**config.mk**
```make
export PLATFORM = sky130hd
export DESIGN_NAME = matmul_input_loader
export DESIGN_NICKNAME = d
export VERILOG_FILES = /design/src/rtl/matmul_pkg.sv /design/src/rtl/matmul_input_loader_line_packer.sv /design/src/rtl/matmul_input_loader.sv
export SDC_FILE = /design/constraint.sdc
export NUM_CORES = 1
export LEC_CHECK = 0
export CORE_MARGIN = 2
export CORE_UTILIZATION = 56
export CTS_BUF_LIST = sky130_fd_sc_hd__clkbuf_4
export DETAILED_ROUTE_END_ITERATION = 6
export PLACE_DENSITY = 0.83
export SYNTH_ARGS = -nofsm -noshare
export SYNTH_HDL_FRONTEND = slang
export SYNTH_SLANG_ARGS = --single-unit
```
**constraint.sdc**
```tcl
create_clock -name clk -period 16.16 [get_ports clk]
set_input_delay 4.04 -clock clk [delete_from_list [all_inputs] [get_ports clk]]
set_output_delay 4.04 -clock clk [all_outputs]
set_load 0.1 [all_outputs]
```
**src/rtl/matmul_pkg.sv**
```systemverilog
// matmul_pkg: loader state encoding and line-geometry helpers shared by the input loader.
package matmul_pkg;
    typedef enum logic [2:0] {
        IDLE     = 3'd0,
        LOAD     = 3'd1,
        WAIT_WR  = 3'd2,
        WAIT_FSM = 3'd3,
        START    = 3'd4,
        DONE     = 3'd5
    } loader_state_t;

    function automatic int ceil_div(input int a, input int b);
        return (a + b - 1) / b;
    endfunction

    function automatic int num_lines(input int rows, input int cols, input int ws, input int mpw);
        return ceil_div(2 * rows * cols, mpw / ws);
    endfunction

    localparam int WPL       = 64 / 16;
    localparam int NUM_ELEM  = 2 * 4 * 4;
    localparam int NUM_LINES = ceil_div(NUM_ELEM, WPL);
endpackage

```
**src/rtl/matmul_input_loader_line_packer.sv**
```systemverilog
// line_packer: gathers host elements into a RAM line, lane 0 in the LSBs.
// packed_line already includes the current beat so the caller can register it on the trigger beat.
module line_packer #(
    parameter int WORD_SIZE      = 16,
    parameter int MEM_PORT_WIDTH = 64,
    parameter int NUM_ELEM       = 32
) (
    input  logic                      clk,
    input  logic                      rst,
    input  logic                      clr,
    input  logic                      beat,
    input  logic [WORD_SIZE-1:0]      in_data,
    output logic [MEM_PORT_WIDTH-1:0] packed_line,
    output logic                      full,
    output logic                      last
);
    localparam int WPL = MEM_PORT_WIDTH / WORD_SIZE;
    localparam int LW  = WPL > 1 ? $clog2(WPL) : 1;
    localparam int EW  = $clog2(NUM_ELEM + 1);

    logic [MEM_PORT_WIDTH-1:0] line_q;
    logic [LW-1:0]             lane;
    logic [EW-1:0]             elem_cnt;

    always_comb begin
        packed_line = line_q;
        packed_line[lane*WORD_SIZE +: WORD_SIZE] = in_data;
    end

    assign full = lane == LW'(WPL - 1);
    assign last = elem_cnt == EW'(NUM_ELEM - 1);

    always_ff @(posedge clk or posedge rst)
        if (rst) begin
            line_q   <= '0;
            lane     <= '0;
            elem_cnt <= '0;
        end else if (clr) begin
            line_q   <= '0;
            lane     <= '0;
            elem_cnt <= '0;
        end else if (beat) begin
            elem_cnt <= elem_cnt + 1'b1;
            line_q   <= full || last ? '0 : packed_line;
            lane     <= full || last ? '0 : lane + 1'b1;
        end
endmodule

```
**src/rtl/matmul_input_loader.sv**
```systemverilog
// matmul_input_loader: streams the top and left matrices into the input RAM, then starts the matmul FSM.
module matmul_input_loader
    import matmul_pkg::*;
#(
    parameter int          ROWS           = 4,
    parameter int          COLS           = 4,
    parameter int          WORD_SIZE      = 16,
    parameter int          MEM_PORT_WIDTH = 64,
    parameter logic [31:0] BASE_ADDR      = 32'd0
) (
    input  logic                      clk,
    input  logic                      rst,
    input  logic                      load_start,
    input  logic                      in_valid,
    output logic                      in_ready,
    input  logic [WORD_SIZE-1:0]      in_data,
    output logic [31:0]               mem_addr,
    output logic                      mem_wr_en,
    output logic [MEM_PORT_WIDTH-1:0] mem_wr_data,
    input  logic                      mem_wr_ready,
    input  logic                      fsm_rdy,
    output logic                      inputs_rdy,
    output logic                      start_fsm,
    output logic                      busy
);
    localparam int NE  = 2 * ROWS * COLS;
    localparam int NL  = num_lines(ROWS, COLS, WORD_SIZE, MEM_PORT_WIDTH);
    localparam int LCW = $clog2(NL + 1);

    loader_state_t             state, state_nxt;
    logic                      beat, wr_acc, full, last, clr;
    logic [MEM_PORT_WIDTH-1:0] packed_line;
    logic [LCW-1:0]            line_cnt;

    assign in_ready = state == LOAD && !(mem_wr_en && !mem_wr_ready);
    assign beat     = in_valid && in_ready;
    assign wr_acc   = mem_wr_en && mem_wr_ready;
    assign busy     = state == LOAD || state == WAIT_WR;
    assign clr      = (state == IDLE || state == DONE) && load_start;

    line_packer #(
        .WORD_SIZE     (WORD_SIZE),
        .MEM_PORT_WIDTH(MEM_PORT_WIDTH),
        .NUM_ELEM      (NE)
    ) u_packer (
        .clk        (clk),
        .rst        (rst),
        .clr        (clr),
        .beat       (beat),
        .in_data    (in_data),
        .packed_line(packed_line),
        .full       (full),
        .last       (last)
    );

    always_comb
        case (state)
            IDLE, DONE: state_nxt = load_start ? LOAD : state;
            LOAD:       state_nxt = beat && last ? WAIT_WR : LOAD;
            WAIT_WR:    state_nxt = wr_acc ? WAIT_FSM : WAIT_WR;
            WAIT_FSM:   state_nxt = fsm_rdy ? START : WAIT_FSM;
            START:      state_nxt = DONE;
            default:    state_nxt = IDLE;
        endcase

    always_ff @(posedge clk or posedge rst)
        if (rst) begin
            state       <= IDLE;
            mem_wr_en   <= 1'b0;
            mem_wr_data <= '0;
            mem_addr    <= '0;
            line_cnt    <= '0;
            inputs_rdy  <= 1'b0;
            start_fsm   <= 1'b0;
        end else begin
            state     <= state_nxt;
            start_fsm <= state == WAIT_FSM && fsm_rdy;
            if (clr) begin
                line_cnt   <= '0;
                inputs_rdy <= 1'b0;
            end else if (state == WAIT_WR && wr_acc)
                inputs_rdy <= 1'b1;
            if (wr_acc) begin
                mem_wr_en <= 1'b0;
                line_cnt  <= line_cnt + 1'b1;
            end
            // a write retiring this cycle has already claimed line_cnt, so the new line goes one past it
            if (beat && (full || last)) begin
                mem_wr_en   <= 1'b1;
                mem_wr_data <= packed_line;
                mem_addr    <= BASE_ADDR + 32'(line_cnt) + {31'd0, wr_acc};
            end
        end
endmodule

```
After elaboration in Yosys (flattened, before gate mapping)
Cells that the tools add are included.

$add $sub $neg: 5. Eq/ne operators: 8. Reductions and logical operators: 20. Shift operators: 2. Multiplexer cells: 20.

Operators by type and width (count): $mux W64 (3); $bwmux W64 (1); $shift A16 B34 Y64 const A (1); $shiftx A16 B34 Y64 (1); $neg A6 Y34 (1); $pmux W3 S5 (1); $mux W6 (2); $logic_and A1 B1 Y1 (9); $mux W2 (4); $mux W4 (2); $reduce_bool A2 Y1 (4); $add A6 B1 Y6 const B (1); $eq A3 B2 Y1 const B (2); $eq A3 B3 Y1 const B (2); $eq A6 B5 Y1 const B (1); $mux W3 (2); $add A4 B1 Y5 (1); $mux W1 (5); $add A4 B1 Y4 const B (1); $eq A3 B1 Y1 const B (1); $logic_not A3 Y1 (1); $logic_or A1 B1 Y1 (3); $add A2 B1 Y2 const B (1); $eq A2 B2 Y1 const B (1); 3 further kinds (4).

Word-level logic and storage cells: 65. Input port bits: 22. Register bits: 178. Output and inout bits: 101.

Logic depth before layout (Yosys ltp)
Gate-level depths: netlist of run 1.

Word-level depth: 8. Mapped depth: 8. Gate-level depth less buffers: 6.

Modules after synthesis
Synthesis of run 1 repeated with hierarchy kept, for this count alone.

Cells, all modules: 699. Area total of the unflattened synthesis: 7349.5 µm².

Modules (own cells, without submodules): line_packer (cells each 448, sequential area each 1801.7 µm², instances 1, area an instance 3875.0 µm²); matmul_input_loader (cells each 251, sequential area each 1976.9 µm², instances 1, area an instance 3474.6 µm²).

Worst setup path before layout of run 1
OpenSTA, ideal clock, no wires.

Path type: input -> output. From: in mem_wr_ready. To: out in_ready. Slack: 5.961 ns. Stages: 2. Required time: 12.120 ns. Arrival: 6.159 ns. Buffers on the path: 0. Path through: nor2b_1 -> nor3_1.

Longest elaborated chain between the ends: 4.

Ends and longest elaborated chain: from (decl) (RTL line matmul_input_loader.sv:20) `input logic mem_wr_ready,`; $logic_not A1 Y1 (RTL line matmul_input_loader.sv:35) `assign in_ready = state == LOAD && !(mem_wr_en && !mem_wr_ready);`; $logic_and A1 B1 Y1 (RTL line matmul_input_loader.sv:35); $logic_not A1 Y1 (RTL line matmul_input_loader.sv:35); $logic_and A1 B1 Y1 (RTL line matmul_input_loader.sv:35); to (decl) (RTL line matmul_input_loader.sv:15) `output logic in_ready,`.

Every way passes these cells.

Final worst setup path of run 1
Ends and elaborated chain as after synthesis.

==> flow_summary_export.csv, run 1 <==
group,metric,value,unit
sta,tns,0,ns
final_layout,area_growth,17.2,%
setup_path,crit_buf_inv,2,
detailed_routing,drt_wl_total,15.8,mm
placement,dp.cells,881,
setup_path,path_delay_family,"buffers and inverters",
sta,clock_skew,0.0196,ns
synthesis,synth_top_area_cell,"dfrtp_1",
clocking,clk_pin_slew,0.12,ns
sta,finalHoldViolations,0,
placement,io_buffers,95,
synthesis,async_flop_share,100,%
clocking,cts_resized,0,
floorplan,dieArea,13400,sq um
synthesis,synth.top_cells.by_area,"dfrtp_1 (54%), mux2_2 (11%), o21ai_0 (5.2%), o22ai_1 (4.4%), nand2_1 (4.0%)",
sta,rsz0062_at_grt,"no",
detailed_routing,via_per_inst,5.68,
synthesis,yosysWarningCount,0,
synthesis,synth_top_area_share,54.1,%
floorplan,rows,40,
global_routing,grt_use_total,24.8,%
power,powerDensity,211,nW/um^2
final_layout,drive_gt1_share,15.7,%
synthesis,synth-edff-count,0,
placement,hpwl,11.1,mm
detailed_routing,avgRoutedWirePerCell,17.3,um
final_layout,final_cell_mix,"dfrtp_1 (151), clkdlybuf4s50_1 (95), nand2_1 (75)",
floorplan,core-area,12100,sq um
floorplan,die_y,116,um
clocking,cts_max_path_buffers,2,
clocking,cts_setup_buffers,0,
clocking,ctsHoldBuffers,0,
clocking,clk_latency,0.54,ns
floorplan,start_util,57.7,%
clocking,htreeDepth,4,
global_routing,grt_pass1_vias,5185,
global_routing,grt_pass1_wl,25.5,mm
final_layout,final_nets,765,
job,drv_cap,0,
power,p_leak,0.00369,uW
global_routing,grt_start_max_net_pins,93,
setup_path,path_class,"in2out",
setup_path,cp-end-kind,"output port",
clocking,cts_buffers,17,
setup_path,worstPathRequired,12.12,ns
setup_path,start_kind,"input port",
setup_path,max_stage_delay,1.15,ns
floorplan,die_x,116,um
detailed_routing,dr.pass1.iters,5,
placement,gp_congestion,0.815,
synthesis,syn_avg_cell_area,10.8,sq um
detailed_routing,vias,5185,
status,status,"finished, final reports clean",
clocking,cts_tree,"built",
sta,fin_crit_sh,61.8,%
synthesis,yosys_most_used_dff,"dfrtp_1",
detailed_routing,post-route-drc-count,0,
sta,setup_viol,0,
synthesis,ys_seq_area_share,54.1,%
sta,period_minus_slack,9.98,ns
global_routing,grt_overflow,0,
setup_path,cp_slowest_cell,"clkdlybuf4s50_1",
setup_path,cp_max_fo,3,
detailed_routing,drtIter0Drc,496,
detailed_routing,ant_nets,0,
final_layout,stdcell_count,913,
power,ir_drop,121,uV
final_layout,layout_commonest_cell,"dfrtp_1",
global_routing,antenna_found_initial,1,
setup_path,worstPathArrival,5.94,ns
synthesis,synth.cell_area,6980,sq um
setup_path,crit_top_cell,"clkdlybuf4s50_1",
sta,max_slew_margin,33.1,%
synthesis,ys_types,42,
setup_path,path_cells,"clkdlybuf4s50_1 > nor2b_1 > nor3_1 > clkdlybuf4s50_1",
synthesis,synth-seq-cells,151,
sta,fmax,100,MHz
worst_hold_path,hold_class,"reg2reg",
sta,worst_pin_slew,1.00,ns
clocking,clockRootBuffer,"clkbuf_4",
sta,drv_slew,0,
floorplan,pin_count,123,
clocking,clkSinkCount,151,
synthesis,synthCells,649,
## where the power goes
part / total, uW / switching, uW / internal, uW / leakage [uW]
Sequential: 544 / 67.7 / 477 / 0.00208
Clock: 224 / 131 / 93.8 / 0.000133
Combinational: 957 / 723 / 234 / 0.00149
## state kept, by name, summed over array words and instances (netlist names), 2 cells and up
signal,count
u_packer.lane,2
u_packer.line_q,64
line_cnt,4
mem_addr,5
mem_wr_data,64
state,3
u_packer.elem_cnt,6
## area by class of cell
class	count	area, sq um
tap	168	210
antenna	1	2.50
fill	898	3930
multi-input combinational	391	2660
sequential	151	3780
clock inverter	12	128
timing repair buffer	101	996
inverter	70	268
clock buffer	19	143
## cell families after synthesis
kind of cell,Yosys count,share of synthesized area (%)
compound gates,153,13.5
flops,151,54.1
buf+inv,133,9.55
simple gates,123,8.69
mux,71,11.4
fa+ha+maj,11,1.97
xor+xnor,6,0.752
other cells,1,0.0537
## worst register-to-register path, cell delays in order (launching register included)
cell     delay [ns]
dfrtp_1        0.44
ha_1           0.23
and4b_1        0.26
a21oi_2        0.13
nor2_4         0.42
buf_4          0.64
mux2_2         0.45
## per-stage QoR
step	area, sq um	hold slack, ns	setup slack (ns)	utilization (%)	power, uW
3_5_place_dp	7910	0.485	6.18	65.3	1510
6_report	8190	0.514	6.18	67.6	1730
2_1_floorplan	7080	0.470	5.96	-	1290
5_1_grt	8190	0.538	6.10	67.6	1800
3_3_place_gp	7910	0.479	6.18	65.3	1480
4_1_cts	8180	0.522	6.18	67.6	1730
## cells in the mapped netlist, drive strengths merged, types with 4 or more instances
master / instances
o21ai: 72
nor3b: 4
nor2: 10
buf: 52
xnor2: 4
and3: 5
a22o: 16
nand3: 7
dfrtp: 151
nand2b: 4
nand2: 76
mux2: 68
inv: 70
ha: 11
o22ai: 49
clkbuf: 11
a21oi: 7
## worst paths after layout
kind | from | end | slack [ns] | cells after the start
min in group asynchronous | rst | mem_wr_data[12] | 4.04 | 2
setup / recovery | mem_wr_ready | in_ready | 6.18 | 4
max in group asynchronous | rst | u_packer.line_q[29] | 10.83 | 3
hold / removal | u_packer.line_q[59] | u_packer.line_q[59] | 0.51 | 2
setup reg to reg | u_packer.elem_cnt[0] | mem_addr[2] | 13.49 | 6
hold reg to reg | u_packer.line_q[59] | u_packer.line_q[59] | 0.51 | 2
## routing by layer
metal | GRT usage [%] | share of wire [%] | wire [um]
met5 | 0 | 0 | 0
met3 | 5.60 | 7.4 | 1180
met2 | 39.3 | 50 | 7900
met1 | 33.5 | 40 | 6410
met4 | 10.3 | 2.2 | 351
No activity file was read; power rests on OpenSTA's default activity.
==> run 2: changes to the inputs <==
Settings changed: CORE_UTILIZATION 56 to 55, PLACE_DENSITY 0.83 to 0.82.
Clock period 16.16 ns to 9.4 ns, I/O delays scaled along.
==> run 2 against run 1 <==
Effect of this change: largest cell class unchanged; die area grew 1.8%; via count about the same; critical path type unchanged; worst hold slack improved by 0.0028 ns; non-clock buffer count is the same; critical path depth stayed put; routed wire length down 0.34%; first-iteration DRC count increased by 7.5%.
==> flow_summary_export.csv, run 2 (synthesized netlist as in run 1, its figures left out) <==
group,metric,value,unit
status,status,"finished, final reports clean",
floorplan,die_y,117,um
setup_path,timing.reg2reg.setup_slack,6.67,ns
clocking,ctsHoldBuffers,0,
setup_path,max_stage_delay,1.16,ns
clocking,cts_buffers,17,
final_layout,reg.largest.list,"mem_wr_data (64), u_packer.line_q (64), u_packer.elem_cnt (6)",
setup_path,crit_top_cell,"clkdlybuf4s50_1",
final_layout,area_growth,17.8,%
sta,fin_crit_sh,70.1,%
placement,io_buffers,95,
floorplan,core-area,12500,sq um
setup_path,path_class,"in2out",
setup_path,start_kind,"input port",
setup_path,cp_max_fo,3,
power,p_leak,0.00372,uW
clocking,cts_max_path_buffers,2,
clocking,clk_latency,0.57,ns
power,swShare,53.1,%
global_routing,grt_start_max_net_pins,81,
global_routing,grt_pass1_wl,25.6,mm
power,internal_power,1410,uW
global_routing,antenna_found_initial,1,
final_layout,drive_gt1_share,16.0,%
setup_path,worstPathArrival,4.24,ns
sta,max_slew_margin,33.0,%
clocking,clk_pin_slew,0.12,ns
clocking,cts_resized,0,
global_routing,grt_overflow,0,
final_layout,post-route-util,65.7,%
setup_path,startpoint,"mem_wr_ready",
floorplan,start_util,55.8,%
clocking,cts_setup_buffers,0,
sta,finalHoldViolations,0,
setup_path,cp-end-kind,"output port",
clocking,cts_tree,"built",
floorplan,pin_count,123,
clocking,clkSinkCount,151,
global_routing,grt_pass1_vias,5026,
setup_path,worstPathRequired,7.05,ns
clocking,clockRootBuffer,"clkbuf_4",
detailed_routing,ant_nets,0,
setup_path,r2r_cells,5,
worst_hold_path,hold_class,"reg2reg",
floorplan,dieArea,13600,sq um
global_routing,grt_use_total,24.6,%
clocking,htreeDepth,4,
setup_path,timing.rr.end,"u_packer.line_q[47]",
final_layout,final_cell_mix,"dfrtp_1 (151), clkdlybuf4s50_1 (95), nand2_1 (75)",
placement,post-place-ws,2.81,ns
sta,period_minus_slack,6.59,ns
power,p_clk_share,14.3,%
final_layout,final_nets,765,
sta,worst_pin_slew,1.00,ns
detailed_routing,vias,5188,
detailed_routing,drtIter0Drc,533,
detailed_routing,avgRoutedWirePerCell,17.2,um
sta,drv_slew,0,
floorplan,rows,41,
sta,tns,0,ns
placement,hpwl,10.8,mm
power,p_sw,1600,uW
power,seq_power_share,31.0,%
power,ir_drop,217,uV
sta,clock_skew,0.0205,ns
sta,setup_slack,2.81,ns
detailed_routing,via_per_inst,5.65,
setup_path,cp_slowest_cell,"clkdlybuf4s50_1",
placement,gp_congestion,0.803,
job,drv_cap,0,
power,pwr-share-comb,54.7,%
setup_path,r2r-start,"u_packer.lane[0]",
final_layout,layout_commonest_cell,"dfrtp_1",
detailed_routing,post-route-drc-count,0,
sta,setup_viol,0,
setup_path,path_cells,"clkdlybuf4s50_1 > nor2b_1 > nor3_1 > clkdlybuf4s50_1",
sta,fmax,152,MHz
setup_path,endpoint,"in_ready",
sta,rsz0062_at_grt,"no",
detailed_routing,dr.pass1.iters,5,
detailed_routing,drt_wl_total,15.8,mm
power,powerDensity,366,nW/um^2
floorplan,die_x,117,um
run 2: cell count changes in the layout (fill, tap and decap cells not counted), sizes merged:
cell      before  now
clkbuf        19   18
inv           72   75
clkinvlp       5    3
bufinv         2    3
run 2: worst min-delay path by stage:
stage | slack [ns] | end | from | cells past startpoint
2_1_floorplan | 0.47 | u_packer.line_q[60] | u_packer.line_q[60] | 2
3_5_place_dp | 0.48 | mem_wr_data[62] | mem_wr_data[62] | 1
5_1_grt | 0.54 | mem_wr_data[4] | mem_wr_data[4] | 1
4_1_cts | 0.52 | u_packer.line_q[56] | u_packer.line_q[56] | 2
6_report | 0.52 | mem_wr_data[29] | mem_wr_data[29] | 1
3_3_place_gp | 0.48 | u_packer.line_q[59] | u_packer.line_q[59] | 2
run 2: critical path: cells and delay by family:
kind	cells	cell delay [ns]
buffers and inverters	2	1.65
AND/OR/NAND/NOR	2	0.23
run 2: through the flow:
| stage | cell area (sq um) | instances | total power, uW | hold slack [ns] |
|---|---|---|---|---|
| floorplan | 7080 | 675 | 2210 | 0.470 |
| global placement | 7920 | 885 | 2550 | 0.483 |
| detailed placement | 7920 | 885 | 2590 | 0.484 |
| CTS | 8230 | 917 | 3010 | 0.520 |
| global route | 8230 | 918 | 3140 | 0.539 |
| finish | 8230 | 918 | 3010 | 0.517 |
run 2: metal layers:
metal  wire length, um  vias up  share of wire (%)  GRT usage, %
met5                 0        -                  0             0
met4               299        0                1.9          9.10
met3              1070       25                6.8          5.45
met2              7690      214                 49          38.0
met1              6720     2601                 43          34.5
li1                  -     2348                  -             -
run 2: layout make-up:
type | count | area (sq um)
sequential | 151 | 3780
antenna | 1 | 2.50
timing repair buffer | 101 | 996
clock buffer | 18 | 135
fill | 975 | 4290
tap | 172 | 215
clock inverter | 14 | 173
multi-input combinational | 391 | 2660
inverter | 70 | 268
run 2: power groups by stage:
stage	combinational [uW]	clock (uW)	sequential [uW]
CTS	1640	437	933
global route	1720	469	955
detailed placement	1640	0	945
global placement	1610	0	934
finish	1650	430	934
floorplan	494	0	1720
==> run 3: changes to the inputs <==
Settings changed: CORE_UTILIZATION 55 to 49, PLACE_DENSITY 0.82 to 0.77.
Clock period 9.4 ns to 5.65 ns, I/O delays scaled along.
==> run 3 against run 2 <==
Effect of this change: via count is 2.1% lower; global-route usage is 2.4 points lower; highest routed layer unchanged; non-clock buffer count stayed put; sequential cell count stayed put; final area is 0.20% lower; clock power is 53% higher; critical path type unchanged; worst hold slack better by 0.0054 ns; routed wire length is 2.0% higher; clock skew is 0.0048 ns higher; utilization is 6.6 points lower; cell count is 0.87% higher; sequential share of layout area is 0.091 points higher.
==> flow_summary_export.csv, run 3 (synthesized netlist as in run 1, its figures left out) <==
group,metric,value,unit
global_routing,met2_usage,35.0,%
final_layout,final_cell_mix,"dfrtp_1 (151), clkdlybuf4s50_1 (94), nand2_1 (75)",
global_routing,grt.busiest_layer,"met2",
sta,fmax,258,MHz
final_layout,layout_commonest_cell,"dfrtp_1",
clocking,ctsHoldBuffers,0,
sta,tns,0,ns
power,powerDensity,603,nW/um^2
floorplan,die_x,123,um
power,total_power,4950,uW
global_routing,grt_use_total,22.2,%
detailed_routing,drtIter0Drc,475,
clocking,cts_tree,"built",
detailed_routing,post-route-drc-count,0,
final_layout,stdcell_count,926,
power,ir_drop,344,uV
sta,fin_crit_sh,68.5,%
floorplan,rows,43,
final_layout,final_nets,765,
setup_path,path_class,"in2out",
sta,period_minus_slack,3.87,ns
setup_path,cp-end-kind,"output port",
clocking,cts_max_path_buffers,2,
detailed_routing,dr.pass1.iters,5,
sta,max_slew_margin,29.8,%
clocking,clkSinkCount,151,
floorplan,pin_count,123,
setup_path,cp_max_fo,3,
clocking,htreeDepth,4,
sta,worst_pin_slew,1.05,ns
power,p_leak,0.00371,uW
global_routing,grt_overflow,0,
sta,drv_slew,0,
clocking,clockRootBuffer,"clkbuf_4",
clocking,clk_latency,0.54,ns
floorplan,core-area,13900,sq um
setup_path,start_kind,"input port",
sta,setup_viol,0,
placement,dp.cells,893,
final_layout,post-route-util,59.2,%
final_layout,reg.largest.list,"mem_wr_data (64), u_packer.line_q (64), u_packer.elem_cnt (6)",
global_routing,use_met1,30.1,%
setup_path,worstPathArrival,2.46,ns
floorplan,start_util,50.3,%
clocking,clk_pin_slew,0.12,ns
detailed_routing,ant_nets,0,
status,status,"finished, final reports clean",
final_layout,area_growth,17.6,%
floorplan,die_y,123,um
detailed_routing,avgRoutedWirePerCell,17.4,um
detailed_routing,vias,5078,
clocking,cts_setup_buffers,0,
final_layout,drive_gt1_share,16.0,%
placement,io_buffers,95,
floorplan,dieArea,15200,sq um
final_layout,fillers,1149,
global_routing,grt_start_max_net_pins,119,
worst_hold_path,hold_class,"reg2reg",
placement,gp_congestion,0.845,
sta,finalHoldViolations,0,
global_routing,grt_pass1_wl,26.0,mm
clocking,cts_buffers,17,
global_routing,antenna_found_initial,1,
setup_path,worstPathRequired,4.24,ns
placement,hpwl,10.9,mm
sta,clock_skew,0.0253,ns
global_routing,grt_pass1_vias,5106,
sta,rsz0062_at_grt,"no",
detailed_routing,via_per_inst,5.48,
global_routing,use_met3,4.80,%
job,drv_cap,0,
clocking,cts_resized,0,
detailed_routing,drt_wl_total,16.1,mm
run 3: changes by cell type in the layout (fill, tap and decap cells not counted), sizes merged:
| cell | previous run | this run |
|---|---|---|
| clkinv | 3 | 6 |
| buf | 6 | 7 |
| bufinv | 3 | 2 |
| clkdlybuf4s50 | 95 | 94 |
| clkinvlp | 3 | 2 |
| inv | 75 | 74 |
run 3: area by class of cell:
class                      count  area [sq um]  area share, %
inverter                      70           268           3.26
antenna                        1          2.50         0.0305
tap                          180           225           2.74
clock buffer                  18           135           1.65
timing repair buffer         101           993           12.1
multi-input combinational    391          2660           32.4
clock inverter                14           149           1.81
sequential                   151          3780           46.0
run 3: per-layer routing:
metal | wire, um | part of all wire (%)
met5 | 0 | 0
met4 | 333 | 2.1
met3 | 1210 | 7.5
met2 | 7760 | 48
met1 | 6780 | 42
run 3: stage by stage:
step	area [sq um]	setup WS (ns)	hold slack [ns]
finish	8210	1.78	0.522
global route	8210	1.66	0.534
CTS	8210	1.74	0.523
detailed placement	7930	1.78	0.484
global placement	7930	1.78	0.483
floorplan	7080	0.173	0.470
run 3: path summary, 6_finish.rpt:
check,slack [ns],from,endpoint,cells after the start
max,1.78,mem_wr_ready,in_ready,4
min reg2reg,0.52,mem_wr_data[21],mem_wr_data[21],1
min in group asynchronous,1.47,rst,mem_addr[1],2
max reg2reg,2.86,u_packer.lane[0],u_packer.line_q[47],5
max in group asynchronous,3.10,rst,u_packer.line_q[56],3
min,0.52,mem_wr_data[21],mem_wr_data[21],1
run 3: critical path, cell delays in order:
cell and delay [ns]:
clkdlybuf4s50_1 0.49, nor2b_1 0.07, nor3_1 0.17, buf_4 0.32
run 3: where the power goes:
group / switching, uW / total [uW] / internal, uW / leakage, uW
clock: 389 / 660 / 271 / 0.000149
sequential: 188 / 1550 / 1360 / 0.00208
combinational: 2070 / 2740 / 668 / 0.00149
